<file path="config.mk">
export PLATFORM = sky130hd
export DESIGN_NAME = uart_io_bridge
export DESIGN_NICKNAME = d
export VERILOG_FILES = /design/src/rtl/uart_io_bridge.sv
export SDC_FILE = /design/constraint.sdc
export NUM_CORES = 1
export LEC_CHECK = 0
export ABC_AREA = 1
export BUFFER_PORTS_ARGS = -buffer_cell sky130_fd_sc_hd__buf_2
export CORE_MARGIN = 1
export CORE_UTILIZATION = 55
export CTS_CLUSTER_SIZE = 8
export DETAILED_ROUTE_END_ITERATION = 8
export HOLD_SLACK_MARGIN = 0.03
export PLACE_DENSITY = 0.86
export SYNTH_ARGS = -nofsm -noshare
export SYNTH_HDL_FRONTEND = slang
export SYNTH_SLANG_ARGS = --single-unit
</file>
<file path="constraint.sdc">
create_clock -name clk -period 2.8 [get_ports clk]
set_input_delay 0.14 -clock clk [delete_from_list [all_inputs] [get_ports clk]]
set_output_delay 0.14 -clock clk [all_outputs]
set_load 0.01 [all_outputs]
</file>
<file path="src/rtl/uart_io_bridge.sv">
// CPU I/O register bridge in front of uart_controller: DATA/STATUS/IRQ_EN/IRQ_PEND
// registers, tx back-pressure with optional timeout, and a level interrupt.
`timescale 1ns/1ps
module uart_io_bridge #(
    parameter int WR_TIMEOUT   = 1024,
    parameter int GUARD_CYCLES = 2
) (
    input  logic        clk,
    input  logic        rst_n,
    input  logic        io_cs,
    input  logic [1:0]  io_addr,
    input  logic        io_wr,
    input  logic        io_rd,
    input  logic [15:0] io_wdata,
    output logic [15:0] io_rdata,
    output logic        io_ready,
    output logic        irq,
    output logic        uart_wr_en,
    output logic [15:0] uart_data,
    output logic        uart_rd,
    input  logic [7:0]  uart_rx_data,
    input  logic [7:0]  uart_status
);

    localparam int GUARD_N = (GUARD_CYCLES < 2) ? 2 : GUARD_CYCLES;
    localparam int CNT_W   = (WR_TIMEOUT < 2) ? 1 : $clog2(WR_TIMEOUT);
    localparam int GCNT_W  = $clog2(GUARD_N);
    localparam bit HAS_TIMEOUT = (WR_TIMEOUT != 0);
    localparam logic [CNT_W-1:0]  CNT_LAST   = CNT_W'((WR_TIMEOUT == 0) ? 0 : WR_TIMEOUT - 1);
    localparam logic [GCNT_W-1:0] GUARD_LAST = GCNT_W'(GUARD_N - 1);

    localparam logic [1:0] ADDR_DATA     = 2'd0;
    localparam logic [1:0] ADDR_STATUS   = 2'd1;
    localparam logic [1:0] ADDR_IRQ_EN   = 2'd2;
    localparam logic [1:0] ADDR_IRQ_PEND = 2'd3;

    typedef enum logic [2:0] {
        IDLE,
        WR_WAIT,
        WR_STROBE,
        RD_POP,
        RESP,
        GUARD
    } state_t;

    state_t              state;
    logic [CNT_W-1:0]    wait_cnt;
    logic [GCNT_W-1:0]   guard_cnt;
    logic                strobed;
    logic [2:0]          irq_en;
    logic [2:0]          irq_pend;
    logic                rx_avail_q;
    logic                tx_empty_q;

    logic                req;
    logic                timeout_hit;
    logic [2:0]          pend_set;
    logic [2:0]          pend_clr;

    assign req         = io_cs & (io_wr | io_rd);
    assign timeout_hit = HAS_TIMEOUT && (state == WR_WAIT) && !uart_status[0]
                         && (wait_cnt == CNT_LAST);
    assign pend_set    = {timeout_hit,
                          uart_status[1] & ~tx_empty_q,
                          uart_status[2] & ~rx_avail_q};
    assign pend_clr    = (state == IDLE && req && io_wr && io_addr == ADDR_IRQ_PEND)
                         ? io_wdata[2:0] : 3'b000;

    always_ff @(posedge clk or negedge rst_n) begin
        if (!rst_n) begin
            state      <= IDLE;
            io_rdata   <= 16'h0000;
            io_ready   <= 1'b0;
            uart_wr_en <= 1'b0;
            uart_data  <= 16'h0000;
            uart_rd    <= 1'b0;
            irq_en     <= 3'b000;
            wait_cnt   <= '0;
            guard_cnt  <= '0;
            strobed    <= 1'b0;
        end else begin
            io_ready   <= 1'b0;
            uart_wr_en <= 1'b0;
            uart_rd    <= 1'b0;
            case (state)
                IDLE: begin
                    if (req) begin
                        strobed <= 1'b0;
                        state   <= RESP;
                        if (io_wr) begin
                            if (io_addr == ADDR_DATA) begin
                                if (uart_status[0]) begin
                                    state      <= WR_STROBE;
                                    uart_wr_en <= 1'b1;
                                    uart_data  <= io_wdata;
                                    strobed    <= 1'b1;
                                end else begin
                                    state    <= WR_WAIT;
                                    wait_cnt <= '0;
                                end
                            end else if (io_addr == ADDR_IRQ_EN) begin
                                irq_en <= io_wdata[2:0];
                            end
                        end else begin
                            case (io_addr)
                                ADDR_DATA: begin
                                    if (uart_status[2]) begin
                                        io_rdata <= {8'h00, uart_rx_data};
                                        state    <= RD_POP;
                                        uart_rd  <= 1'b1;
                                        strobed  <= 1'b1;
                                    end else begin
                                        io_rdata <= 16'h0000;
                                    end
                                end
                                ADDR_STATUS: io_rdata <= {8'h00, uart_status};
                                ADDR_IRQ_EN: io_rdata <= {13'h0000, irq_en};
                                default:     io_rdata <= {13'h0000, irq_pend};
                            endcase
                        end
                    end
                end
                WR_WAIT: begin
                    if (uart_status[0]) begin
                        state      <= WR_STROBE;
                        uart_wr_en <= 1'b1;
                        uart_data  <= io_wdata;
                        strobed    <= 1'b1;
                    end else if (timeout_hit) begin
                        state    <= RESP;
                        io_ready <= 1'b1;
                    end else begin
                        wait_cnt <= wait_cnt + 1'b1;
                    end
                end
                WR_STROBE, RD_POP: begin
                    state    <= RESP;
                    io_ready <= 1'b1;
                end
                RESP: begin
                    // Register accesses arrive here with io_ready still low and
                    // spend one extra cycle so every access completes in two.
                    if (!io_ready) begin
                        io_ready <= 1'b1;
                    end else begin
                        state     <= strobed ? GUARD : IDLE;
                        guard_cnt <= '0;
                    end
                end
                GUARD: begin
                    if (guard_cnt == GUARD_LAST) begin
                        state <= IDLE;
                    end else begin
                        guard_cnt <= guard_cnt + 1'b1;
                    end
                end
                default: state <= IDLE;
            endcase
        end
    end

    // A set arriving in the same cycle as a write-1-to-clear wins.
    always_ff @(posedge clk or negedge rst_n) begin
        if (!rst_n) begin
            irq_pend   <= 3'b000;
            rx_avail_q <= 1'b0;
            tx_empty_q <= 1'b0;
            irq        <= 1'b0;
        end else begin
            rx_avail_q <= uart_status[2];
            tx_empty_q <= uart_status[1];
            irq_pend   <= (irq_pend & ~pend_clr) | pend_set;
            irq        <= |(irq_pend & irq_en);
        end
    end

endmodule

</file>
==> summary.md <==
| Metric | Value |
|---|---|
| CTS resizes | 0 |
| Number of DRC markers in iteration 0 | 146 |
| Worst Clk Skew | 0.00354 ns |
| Sequential fraction of the synthesis area | 0.480 |
| Critical path endpoint category | flop |
| Routed Antenna Nets | 0 |
| Die Area | 0.00512 sq mm |
| Fraction of layout cells with a size suffix above 1 | 0.253 |
| Fillers | 361 |
| Nets | 443 |
| Clk sinks | 51 |
| # rows | 24 |
| P_sw | 0.957 mW |
| Pre-CTS WS | 1.11 ns |
| Worst setup path category | flop to flop |
| Chip width | 71.5 um |
| Arr. time, crit path | 1.91 ns |
| TritonRoute pass-1 iters | 4 |
| Worst Path Required | 2.99 ns |
| Setup TNS | 0 ns |
| Via density | 5.12 |
| Pwr per Cell Area | 824 mW/mm^2 |
| Syn avg cell area | 7.96 sq um |
| Post-synth top area share | 0.480 |
| Die Y | 71.5 um |
| Switching share of power | 0.375 |
| #FFs+latches synth | 51 |
| First-pass GRT wire length | 9.32 mm |
| Worst VDD drop | 444 uV |
| Post-Syn Instances | 334 |
| H-tree Lvls | 2 |
| Final wirelength | 5.53 mm |
| Initial antenna violation count | 0 |
| Mapped Area | 0.00266 sq mm |
| Initial Util | 0.591 |
| Logic pwr share | 0.369 |
| Relative slew slack | 0.277 |
| Postcts setup bufs | 0 |
| Non-Filler Instances | 455 |
| Longest Clk Path Bufs | 2 |
| DP Cell Count | 446 |
| Largest net degree at the start of global routing | 52 |
| Part of the power in registers | 0.440 |
| Hpwl dp | 4.00 mm |
| Multi-input logic area | 0.00118 sq mm |
| Port bufs | 66 |
| Register area | 0.00128 sq mm |
| Core area | 0.00450 sq mm |
| HP Class | primary input to asynchronous set/reset pin |
| Maximum achievable frequency | 583 MHz |
| Vias in the first global route | 2,144 |
| # IOs | 75 |
| N_diodes | 0 |
| Root buf cell | clkbuf_8 |
| Total power draw | 2.55 mW |
| GR Overflow Total | 0 |
| FFs w/ async S/R, synth | 1.00 |
| Post-CTS Hold Buffers | 2 |
| Average wire per standard cell | 12.2 um |
| Hold Vio Cnt, Final | 0 |
| Reg clk slew, reported paths | 0.08 ns |
| Startpoint Class | flop |
| YS warnings | 0 |
| Min Tclk post-route | 1.72 ns |
| Via count | 2,330 |
| Clock power frac | 0.191 |
| PnR worst setup slack | 1.08 ns |
| Tcrit/Tclk final | 0.613 |
| LEAKAGE | 1.72 nW |
| CTS Buf Count | 5 |
| Cell accounting for the most synthesized area | dfrtp_1 |
| CTS tree | built |
| Post-synth EDFFs | 0 |
| Total global-route track usage | 0.231 |
| Commonest register cell after synthesis | dfrtp_1 |
| Number of remaining DRC errors | 0 |
| Area delta synth->final | 16.3% |
| Final Wtd Congestion | 0.881 |
| Number of max-cap violations | 0 |
| Largest cells by area after synthesis | dfrtp_1 (48%), nand2_1 (17%), o21ai_0 (3.8%) |
| Final setup violating endpoints | 0 |
| Worst-Skew Late Latency | 0.30 ns |
| CP max FO | 10 |
| R2r setup slk | 1.08 ns |
| Outcome | completed |
| Fin. max-slew vios | 0 |
| Int Power | 1.59 mW |
| RSZ-0062 raised after global routing | false |
| Slew @ Worst Pin | 1.08 ns |
| Distinct cells, synth | 35 |
-- cells in the final DEF, fill, tap and decap left out, drive strengths merged, types with 4 or more instances in the layout --
master	count
a21oi	10
buf	66
clkbuf	6
conb	8
dfrtp	51
inv	29
nand2	135
nand3	21
nand3b	4
nor2	25
o21ai	31
-- cell usage after synthesis (all sizes together) (2+ instances only) --
library cell / n
nand2: 135
inv: 29
dfrtp: 51
nor3: 3
xor2: 2
nand3: 21
o21ai: 31
nand4: 2
nor2: 25
nand3b: 4
a21oi: 10
buf: 12
-- area by class of cell --
class,instances,share of cell area
Sequential cell,51,0.412
Multi-Input combinational cell,247,0.383
Timing Repair Buffer,68,0.113
Inverter,30,0.0376
Clock buffer,6,0.0235
Tap cell,52,0.0210
Clock inverter,1,0.00970
-- power groups by stage --
stage | Sequential [mW] | Clock, mW | Combinational (mW)
floorplan | 1.21 | 0 | 0.560
CTS | 1.12 | 0.493 | 0.950
detailed placement | 1.14 | 0 | 0.944
global placement | 1.13 | 0 | 0.925
global route | 1.15 | 0.523 | 1.07
finish | 1.12 | 0.487 | 0.942
-- per-stage QoR --
stage | hold WS [ns] | instance area, sq um | utilization
floorplan | -0.156 | 2690 | -
global placement | 0.261 | 2970 | 0.660
detailed placement | 0.265 | 2970 | 0.660
CTS | 0.0439 | 3090 | 0.687
global route | 0.0423 | 3090 | 0.687
finish | 0.0362 | 3090 | 0.687
-- logic make-up (layout without fill, tap and decap cells) --
logic type               Yosys count  count (layout)  share of synthesized area
AO/OA/AOI/OAI                     44              44                     0.0870
flip-flops                        51              51                      0.480
buffers and inverters             43             105                     0.0851
adder cells (fa/ha/maj)            1               1                    0.00470
XOR/XNOR                           3               3                    0.00988
other                              1               8                    0.00141
AND/OR/NAND/NOR                  191             191                      0.332
-- critical path, cell delays in order (launching register included) --
cell,delay (ns)
dfrtp_1,0.46
ha_1,0.26
nand3_1,0.12
inv_1,0.07
nand2_1,0.07
nor2_1,0.04
nand2_1,0.16
nand3_2,0.23
nand2_1,0.13
nand2_1,0.06
-- routing by layer --
| metal | wire length [um] | global-route usage | vias up |
|---|---|---|---|
| met3 | 295 | 0.0352 | 9 |
| met4 | 72 | 0.0806 | 0 |
| met2 | 2610 | 0.399 | 81 |
| li1 | - | - | 1186 |
| met5 | 0 | 0 | - |
| met1 | 2550 | 0.297 | 1054 |
-- worst paths after layout --
kind	to	depth (start not counted)	startpoint
max	wait_cnt[6]	9	wait_cnt[0]
min	uart_data[1]	1	rst_n
max reg2reg	wait_cnt[6]	9	wait_cnt[0]
min reg2reg	irq_pend[0]	1	rx_avail_q
max in group asynchronous	state[0]	1	rst_n
min in group clk	uart_data[9]	3	io_wdata[9]
-- state kept, by name, indices dropped and copies added (netlist names) --
signal and count:
io_rdata 8, wait_cnt 10, io_ready 1, tx_empty_q 1
uart_rd 1, rx_avail_q 1, uart_wr_en 1, strobed 1
guard_cnt 1, irq_en 3, irq 1, irq_pend 3
state 3, uart_data 16
(Power assumes the default switching activity.)
